$ cat src/rtl/adrv9001_tx_serdes_framer_if.sv
// Sample/serdes-word bundle for the ADRV9001 TX serdes framer.
// ADRV9001_TX_SERDES_PRBS_EN adds the prbs_en control input.
interface adrv9001_tx_serdes_framer_if #(
    parameter int UFLOW_CNT_W = 16
);
    logic                   enable;
    logic                   strb_mode;
    logic [3:0]             phase_in;
    logic [15:0]            i_in;
    logic [15:0]            q_in;
    logic                   valid_in;
    logic                   ready_out;
    logic [15:0]            i_out;
    logic [15:0]            q_out;
    logic [15:0]            strb_out;
    logic                   valid_out;
    logic                   uflow_clr;
    logic [UFLOW_CNT_W-1:0] uflow_cnt;
`ifdef ADRV9001_TX_SERDES_PRBS_EN
    logic                   prbs_en;
`endif

    modport master (
        output enable, strb_mode, phase_in, i_in, q_in, valid_in, uflow_clr,
        input  ready_out, i_out, q_out, strb_out, valid_out, uflow_cnt
`ifdef ADRV9001_TX_SERDES_PRBS_EN
        , output prbs_en
`endif
    );

    modport slave (
        input  enable, strb_mode, phase_in, i_in, q_in, valid_in, uflow_clr,
        output ready_out, i_out, q_out, strb_out, valid_out, uflow_cnt
`ifdef ADRV9001_TX_SERDES_PRBS_EN
        , input prbs_en
`endif
    );
endinterface

$ cat src/rtl/adrv9001_tx_serdes_framer.sv
// TX serdes framer: I/Q samples -> bit-slipped 16-bit serdes words plus strobe lane.
// Optional PRBS15 source on I/Q when ADRV9001_TX_SERDES_PRBS_EN is defined.
module adrv9001_tx_serdes_framer #(
    parameter int UFLOW_CNT_W = 16
) (
    input  logic                          clk,
    input  logic                          rst,
    adrv9001_tx_serdes_framer_if.slave    bus
);
    typedef enum logic [0:0] {ST_IDLE = 1'b0, ST_RUN = 1'b1} state_t;

    state_t                 state_r;
    state_t                 state_nxt_s;
    logic                   run_s;
    logic                   start_s;
    logic                   prbs_on_s;
    logic                   ready_s;
    logic                   accept_s;
    logic                   uflow_inc_s;
    logic [15:0]            prbs_word_s;
    logic [3:0]             phase_r;
    logic                   s1_valid_r;
    logic [15:0]            cur_i_r, cur_q_r, cur_s_r;
    logic [15:0]            prev_i_r, prev_q_r, prev_s_r;
    logic [15:0]            i_out_r, q_out_r, strb_out_r;
    logic                   valid_out_r;
    logic [UFLOW_CNT_W-1:0] uflow_cnt_r;

    // Bit-slip: the upper p bits come from the previous word so the stream stays contiguous.
    function automatic logic [15:0] slip(input logic [15:0] prev, input logic [15:0] cur,
                                         input logic [3:0] p);
        logic [31:0] cat;
        cat = {prev, cur} >> p;
        return cat[15:0];
    endfunction

    // State register
    always_ff @(posedge clk) begin
        if (rst) begin
            state_r <= ST_IDLE;
        end else begin
            state_r <= state_nxt_s;
        end
    end

    // Next-state logic
    always_comb begin
        state_nxt_s = state_r;
        case (state_r)
            ST_IDLE: begin
                if (bus.enable) state_nxt_s = ST_RUN;
                else            state_nxt_s = ST_IDLE;
            end
            ST_RUN: begin
                if (bus.enable) state_nxt_s = ST_RUN;
                else            state_nxt_s = ST_IDLE;
            end
            default: state_nxt_s = ST_IDLE;
        endcase
    end

    // FSM outputs and handshake decode
    always_comb begin
        run_s       = (state_r == ST_RUN) & bus.enable & ~rst;
        start_s     = (state_r == ST_IDLE) & bus.enable;
`ifdef ADRV9001_TX_SERDES_PRBS_EN
        prbs_on_s   = run_s & bus.prbs_en;
`else
        prbs_on_s   = 1'b0;
`endif
        ready_s     = run_s & ~prbs_on_s;
        accept_s    = ready_s & bus.valid_in;
        uflow_inc_s = run_s & ~prbs_on_s & ~accept_s;
    end

`ifdef ADRV9001_TX_SERDES_PRBS_EN
    logic [14:0] lfsr_r;
    logic [14:0] lfsr_nxt_s;

    // PRBS15 (x^15+x^14+1): 16 bits per call, first generated bit lands in the MSB.
    function automatic logic [30:0] prbs_adv(input logic [14:0] seed);
        logic [14:0] s;
        logic [15:0] w;
        logic        fb;
        s = seed;
        w = 16'h0000;
        for (int k = 0; k < 16; k++) begin
            fb = s[14] ^ s[13];
            s  = {s[13:0], fb};
            w  = {w[14:0], fb};
        end
        return {w, s};
    endfunction

    // PRBS word/next-state decode
    always_comb begin
        {prbs_word_s, lfsr_nxt_s} = prbs_adv(lfsr_r);
    end

    // LFSR state, reseeded on every IDLE->RUN start
    always_ff @(posedge clk) begin
        if (rst) begin
            lfsr_r <= 15'h7FFF;
        end else if (start_s) begin
            lfsr_r <= 15'h7FFF;
        end else if (prbs_on_s) begin
            lfsr_r <= lfsr_nxt_s;
        end else begin
            lfsr_r <= lfsr_r;
        end
    end
`else
    assign prbs_word_s = 16'h0000;
`endif

    // Phase latch, only updated on the start cycle
    always_ff @(posedge clk) begin
        if (rst) begin
            phase_r <= 4'd0;
        end else if (start_s) begin
            phase_r <= bus.phase_in;
        end else begin
            phase_r <= phase_r;
        end
    end

    // Stage 1: capture sample (or zeros on underflow) and the strobe pattern
    always_ff @(posedge clk) begin
        if (rst || !run_s) begin
            cur_i_r    <= 16'h0000;
            cur_q_r    <= 16'h0000;
            cur_s_r    <= 16'h0000;
            s1_valid_r <= 1'b0;
        end else begin
            cur_s_r    <= bus.strb_mode ? 16'h8000 : 16'hFF00;
            s1_valid_r <= 1'b1;
            if (prbs_on_s) begin
                cur_i_r <= prbs_word_s;
                cur_q_r <= ~prbs_word_s;
            end else if (accept_s) begin
                cur_i_r <= bus.i_in;
                cur_q_r <= bus.q_in;
            end else begin
                cur_i_r <= 16'h0000;
                cur_q_r <= 16'h0000;
            end
        end
    end

    // Stage 2: bit-slip all three lanes; leaving RUN flushes everything to zero
    always_ff @(posedge clk) begin
        if (rst || !run_s) begin
            i_out_r     <= 16'h0000;
            q_out_r     <= 16'h0000;
            strb_out_r  <= 16'h0000;
            valid_out_r <= 1'b0;
            prev_i_r    <= 16'h0000;
            prev_q_r    <= 16'h0000;
            prev_s_r    <= 16'h0000;
        end else if (s1_valid_r) begin
            i_out_r     <= slip(prev_i_r, cur_i_r, phase_r);
            q_out_r     <= slip(prev_q_r, cur_q_r, phase_r);
            strb_out_r  <= slip(prev_s_r, cur_s_r, phase_r);
            valid_out_r <= 1'b1;
            prev_i_r    <= cur_i_r;
            prev_q_r    <= cur_q_r;
            prev_s_r    <= cur_s_r;
        end else begin
            i_out_r     <= 16'h0000;
            q_out_r     <= 16'h0000;
            strb_out_r  <= 16'h0000;
            valid_out_r <= 1'b0;
            prev_i_r    <= prev_i_r;
            prev_q_r    <= prev_q_r;
            prev_s_r    <= prev_s_r;
        end
    end

    // Saturating underflow counter; clear wins over increment
    always_ff @(posedge clk) begin
        if (rst || bus.uflow_clr) begin
            uflow_cnt_r <= {UFLOW_CNT_W{1'b0}};
        end else if (uflow_inc_s && !(&uflow_cnt_r)) begin
            uflow_cnt_r <= uflow_cnt_r + {{(UFLOW_CNT_W-1){1'b0}}, 1'b1};
        end else begin
            uflow_cnt_r <= uflow_cnt_r;
        end
    end

    assign bus.ready_out = ready_s;
    assign bus.i_out     = i_out_r;
    assign bus.q_out     = q_out_r;
    assign bus.strb_out  = strb_out_r;
    assign bus.valid_out = valid_out_r;
    assign bus.uflow_cnt = uflow_cnt_r;
endmodule

$ cat src/flat_wrapper.sv
// flat-port wrapper written by rule: the top's interface ports become plain ports
module adrv9001_tx_serdes_framer_flat 
#(
    parameter int UFLOW_CNT_W = 16
)
  (clk, rst, bus_enable, bus_strb_mode, bus_phase_in, bus_i_in, bus_q_in, bus_valid_in, bus_uflow_clr, bus_ready_out, bus_i_out, bus_q_out, bus_strb_out, bus_valid_out, bus_uflow_cnt);
  adrv9001_tx_serdes_framer_if #(.UFLOW_CNT_W(UFLOW_CNT_W)) bus_i ();
  input  logic clk;
  input  logic rst;
  input wire logic [$bits(bus_i.enable)-1:0] bus_enable;
  input wire logic [$bits(bus_i.strb_mode)-1:0] bus_strb_mode;
  input wire logic [$bits(bus_i.phase_in)-1:0] bus_phase_in;
  input wire logic [$bits(bus_i.i_in)-1:0] bus_i_in;
  input wire logic [$bits(bus_i.q_in)-1:0] bus_q_in;
  input wire logic [$bits(bus_i.valid_in)-1:0] bus_valid_in;
  input wire logic [$bits(bus_i.uflow_clr)-1:0] bus_uflow_clr;
  output wire logic [$bits(bus_i.ready_out)-1:0] bus_ready_out;
  output wire logic [$bits(bus_i.i_out)-1:0] bus_i_out;
  output wire logic [$bits(bus_i.q_out)-1:0] bus_q_out;
  output wire logic [$bits(bus_i.strb_out)-1:0] bus_strb_out;
  output wire logic [$bits(bus_i.valid_out)-1:0] bus_valid_out;
  output wire logic [$bits(bus_i.uflow_cnt)-1:0] bus_uflow_cnt;
  assign bus_i.enable = bus_enable;
  assign bus_i.strb_mode = bus_strb_mode;
  assign bus_i.phase_in = bus_phase_in;
  assign bus_i.i_in = bus_i_in;
  assign bus_i.q_in = bus_q_in;
  assign bus_i.valid_in = bus_valid_in;
  assign bus_i.uflow_clr = bus_uflow_clr;
  assign bus_ready_out = bus_i.ready_out;
  assign bus_i_out = bus_i.i_out;
  assign bus_q_out = bus_i.q_out;
  assign bus_strb_out = bus_i.strb_out;
  assign bus_valid_out = bus_i.valid_out;
  assign bus_uflow_cnt = bus_i.uflow_cnt;
  adrv9001_tx_serdes_framer #(.UFLOW_CNT_W(UFLOW_CNT_W)) u_core (.clk(clk), .rst(rst), .bus(bus_i));
endmodule
$ cat config.mk
export PLATFORM = sky130hd
export DESIGN_NAME = adrv9001_tx_serdes_framer_flat
export DESIGN_NICKNAME = d
export VERILOG_FILES = /design/src/rtl/adrv9001_tx_serdes_framer_if.sv /design/src/rtl/adrv9001_tx_serdes_framer.sv /design/src/flat_wrapper.sv
export SDC_FILE = /design/constraint.sdc
export NUM_CORES = 1
export LEC_CHECK = 0
export BUFFER_PORTS_ARGS = -buffer_cell sky130_fd_sc_hd__buf_2
export CORE_ASPECT_RATIO = 0.8
export CORE_MARGIN = 1.5
export CORE_UTILIZATION = 35
export CTS_BUF_LIST = sky130_fd_sc_hd__clkbuf_8
export DETAILED_ROUTE_END_ITERATION = 16
export GPL_ROUTABILITY_DRIVEN = 0
export PLACE_DENSITY_LB_ADDON = 0.3
export SYNTH_ARGS = -nofsm -noshare
export SYNTH_HDL_FRONTEND = slang
export SYNTH_SLANG_ARGS = --single-unit
$ cat constraint.sdc
create_clock -name clk -period 3 [get_ports clk]
set_clock_uncertainty 0.2 [all_clocks]
set_input_delay 0.3 -clock clk [delete_from_list [all_inputs] [get_ports clk]]
set_output_delay 0.3 -clock clk [all_outputs]
set_load 0.005 [all_outputs]
## Yosys cells after proc, flatten, opt, wreduce, memory -nomap -nowiden

Index checks and enable logic that the tools add are counted.
W data, S select, Z words.

- Flip-flop bits (word level): 167
- Word-level logic and storage cells: 39
- Input port bits: 42
- Output and inout bits: 66

- Bitwise operators: 9
- Reduce and logical (&&, ||, !) cells: 8
- Add/sub/neg operators: 1
- Multiplexer cells: 4
- Shift operators: 3

Operator list:

| kind | count |
|---|---|
| $shr A32 B4 Y16 | 3 |
| $add A16 B1 Y16 const B | 1 |
| $reduce_and A16 Y1 | 1 |
| $mux W15 | 1 |
| $and A1 B1 Y1 | 5 |
| $not A1 Y1 | 4 |
| $reduce_or A2 Y1 | 2 |
| $mux W1 | 3 |
| $logic_not A1 Y1 | 2 |
| $logic_or A1 B1 Y1 | 2 |
| $logic_and A1 B1 Y1 | 1 |

## Longest topological paths before layout

- Depth in word-level cells: 6
- Depth in mapped cells: 8
- Mapped depth without buffers: 5

## Worst setup path after synthesis

Ideal clock, no wire load.

- Path type: flip-flop to flip-flop
- Start: register u_core.uflow_cnt_r[0], in the netlist u_core.bus.uflow_cnt[0]
- End: register u_core.uflow_cnt_r[6], in the netlist u_core.bus.uflow_cnt[6]
- Setup time: 0.070 ns
- Required time: 2.730 ns
- Setup slack: 1.049 ns
- Buffers on the path: 1
- Clock period less this slack: 1.951 ns
- Stages on the path, launching flop included: 7
- Data arrival time: 1.680 ns
- Cell sequence: dfxtp_1 ha_1 nand3_1 or2_2 clkbuf_1 or4_1 a21oi_1

- Word-level cells in the longest chain between the ends: 3
- Elaborated cells between the ends (all ways): 4
- Those cells by class: 1 x add/sub; 3 x reduce/logical

RTL lines:

| what | RTL line | source |
|---|---|---|
| start, declared | adrv9001_tx_serdes_framer.sv:27 | `logic [UFLOW_CNT_W-1:0] uflow_cnt_r;` |
| start signal, assigned | adrv9001_tx_serdes_framer.sv:182 | `uflow_cnt_r <= {UFLOW_CNT_W{1'b0}};` |
| start signal, assigned | adrv9001_tx_serdes_framer.sv:184 | `uflow_cnt_r <= uflow_cnt_r + {{(UFLOW_CNT_W-1){1'b0}}, 1'b1};` |
| start signal, assigned | adrv9001_tx_serdes_framer.sv:186 | `uflow_cnt_r <= uflow_cnt_r;` |
| parallel branches: the longest is 3 deep, another holds $add A16 B1 Y16 | n/a |  |

Parallel ways; which one is timed is not known.
A chain may end at the register's enable or synchronous reset.

## Worst setup path after layout

- Start: input rst
- End: register u_core.i_out_r[7], in the netlist u_core.bus.i_out[7]

- Word-level cells in the longest chain between the ends: 5

RTL lines:

| what | RTL line | source |
|---|---|---|
| start, declared | flat_wrapper.sv:9 | `input logic rst;` |
| $not A1 Y1 | adrv9001_tx_serdes_framer.sv:64 | `run_s = (state_r == ST_RUN) & bus.enable & ~rst;` |
| $and A1 B1 Y1 | adrv9001_tx_serdes_framer.sv:64 |  |
| $logic_not A1 Y1 | adrv9001_tx_serdes_framer.sv:152 | `if (rst \|\| !run_s) begin` |
| $logic_or A1 B1 Y1 (*) | adrv9001_tx_serdes_framer.sv:152 |  |
| $reduce_or A2 Y1 (no source line) (*) | n/a |  |
| end signal, assigned | adrv9001_tx_serdes_framer.sv:161 | `i_out_r <= slip(prev_i_r, cur_i_r, phase_r);` |
| end, declared | adrv9001_tx_serdes_framer.sv:25 | `logic [15:0] i_out_r, q_out_r, strb_out_r;` |

Mark *: on every way between the ends. The rest lies on a longest branch, timed or not.

==> impl_metrics.ini <==
[status]
outcome = completed

[synthesis]
synth_common_cells = mux2i_1 (160), dfxtp_1 (136), nor2_1 (53)
synth_edf_count = 0
yosysTopAreaCellShare = 0.426
synth.distinct_cells = 43
mappedNetlistNets = 660
synth-seq-area-share = 0.426
synth_area_leaders = dfxtp_1 (43%), mux2i_1 (25%), mux4_2 (7.1%)
postSynth.asyncResetShare = 0
synthMostInstantiatedCell = mux2i_1
ys_seq_elements = 136
synthesis.area_per_instance_um2 = 10.4
synth-main-ff-cell = dfxtp_1
yosysTopAreaCell = dfxtp_1
netlist_area_um2 = 6390
ys_warn_count = 0
synthesis.instances = 617

[placement]
dpl.cell_count = 905
numPortBuffers = 107
hpwl_um = 12100

[critical_path]
worstPathMaxFanout = 34
worstSetupStartpoint = rst
ff2ff_path_depth = 4
crit_type = input pin to register
arrival_ns = 2.60
r2r-end = u_core.phase_r[1]
r2r_slack_ns = 0.73
crit_end = u_core.bus.i_out[7]
required_ns = 3.15
r2r-start = u_core.phase_r[1]
worstSetupEndpointType = register
start_kind = input pin

[layout]
finalNonFillerCells = 981
n_antenna_cell = 0
drive_gt1_frac = 0.237
fill_cells = 1666
syn2layout_area_growth_pct = 24.8
nets = 786

[floorplanning]
dieWidth_um = 154
rows = 43
pin_count = 108
core_um2 = 17600
initial_utilization = 0.363
dieArea_um2 = 19100
die_y_um = 124

[power_and_ir_drop]
p_seq_frac = 0.498
comb_power_share = 0.061
switching_share = 0.234
p_leak_nw = 2.99
p_int_mw = 2.86
clock_power_share = 0.441
p_sw_mw = 0.871
ir_drop_mv = 0.261
cellPowerDensity_nw_per_um2 = 468

[global_route]
track_usage = 0.181
grt_pass1_vias = 4942
antenna_found_initial = 0
grt_pass1_wl_um = 26800
grt_remaining_overflow = 0
grt_max_degree = 60

[drt]
drt_wl_total_um = 16600
routedWlPerCell_um = 17.0
viasPerCell = 5.28
drt_iter0_markers = 449
ant_nets = 0
drc = 0
vias = 5181
first_pass_iters = 5

[timing]
setup_tns_ns = 0
maxSlewHeadroom = 0.320
final_max_slew_viol_count = 0
rsz0062_at_grt = false
setup_violations = 0
min_period_over_period = 0.818
final_hold_viol_count = 0
tightest_slew_ns = 1.02
fin_crit_ns = 2.45
max_freq_mhz = 408

[clock_tree]
h-tree-depth = 4
clk_pin_slew_worst_paths_ns = 0.08
cts-resized-gates = 0
postCtsSetupRepairBufs = 0
cts_made_buffers = 17
tritoncts = built
clk_latency_ns = 0.45
cts.sinks = 136
cts_hold_buf = 44
cts-root-buf = clkbuf_8
clock_path_buffers = 2

[hold_path]
hold_class = input pin to register
hold_path_depth = 2

[job]
cap_violations = 0
## kinds of logic after synthesis
logic type	Yosys count	synth area share
adders and majority gates	1	0.00196
muxes	180	0.321
buffers and inverters	60	0.0380
DFF	136	0.426
and+or+nand+nor	155	0.129
AOI/OAI and AO/OA	85	0.0840
## layer usage
metal	track usage	share of wire	wire length [um]
met1	0.276	0.53	8880
met2	0.237	0.39	6430
met3	0.0546	0.070	1160
met4	0.0552	0.010	166
met5	0	0	0
## final cells by class
| cell class | instances | area [um^2] | area share |
|---|---|---|---|
| multi-input combinational | 421 | 3420 | 0.430 |
| tap | 225 | 282 | 0.0353 |
| clock inverter | 15 | 200 | 0.0251 |
| clock buffer | 17 | 234 | 0.0294 |
| inverter | 6 | 22.5 | 0.00283 |
| sequential | 136 | 2730 | 0.343 |
| timing repair buffer | 161 | 1080 | 0.135 |
## state kept, by name, indices dropped and copies added, names as in the netlist, 15 cells and up
signal                flops
u_core.bus.q_out         16
u_core.bus.strb_out      16
u_core.bus.uflow_cnt     16
u_core.prev_q_r          15
u_core.prev_i_r          15
u_core.bus.i_out         16
u_core.cur_i_r           16
u_core.cur_q_r           16
## power by group through the flow
stage / clock network, mW / registers [mW] / logic (mW)
6_report: 1.64 / 1.86 / 0.229
5_1_grt: 1.77 / 1.86 / 0.245
4_1_cts: 1.68 / 1.86 / 0.228
3_5_place_dp: 0 / 1.90 / 0.184
3_3_place_gp: 0 / 1.90 / 0.181
2_1_floorplan: 0 / 1.86 / 0.169
## worst min path at each step
| stage | start | to | slack, ns |
|---|---|---|---|
| global placement | u_core.bus.uflow_cnt[15] | u_core.bus.uflow_cnt[15] | 0.28 |
| global route | bus_valid_in | u_core.cur_i_r[2] | 0.14 |
| finish | bus_valid_in | u_core.cur_q_r[11] | 0.14 |
| CTS | bus_valid_in | u_core.cur_q_r[11] | 0.11 |
| floorplan | bus_strb_mode | u_core.cur_s_r[14] | 0.17 |
| detailed placement | bus_strb_mode | u_core.cur_s_r[14] | 0.29 |
## stage by stage
step | util | cell area, um^2 | hold WS (ns) | worst slack, ns | total power [mW]
after global placement | 0.403 | 7100 | 0.278 | 0.778 | 2.08
final | 0.453 | 7970 | 0.140 | 0.547 | 3.73
after CTS | 0.453 | 7970 | 0.113 | 0.630 | 3.76
after global routing | 0.453 | 7970 | 0.143 | 0.404 | 3.87
after floorplan | - | 6390 | 0.172 | 1.05 | 2.03
after detailed placement | 0.403 | 7100 | 0.289 | 0.708 | 2.08
## worst max-delay path, stage by stage
cell and delay, ns:
dlygate4sd3_1 0.54, buf_2 0.19, nand4b_1 0.20, buf_4 0.20
inv_1 0.13, nand2_1 0.60, o22ai_1 0.42
## cell usage in the layout, fill, tap and decap left out, drive strengths merged, types with 3 or more instances in the layout
cell,n
buf,117
a21oi,21
a22o,3
nand3,6
mux4,20
or4,8
nor2b,3
nand2,18
dlygate4sd3,44
nand4,6
nor2,53
clkinv,7
clkbuf,17
o31ai,7
o21ai,8
inv,9
o22ai,33
or3,5
bufinv,4
dfxtp,136
nor4,3
nor3,6
and3,35
mux2i,160
Note: power is estimated with default switching activity, not from simulation.
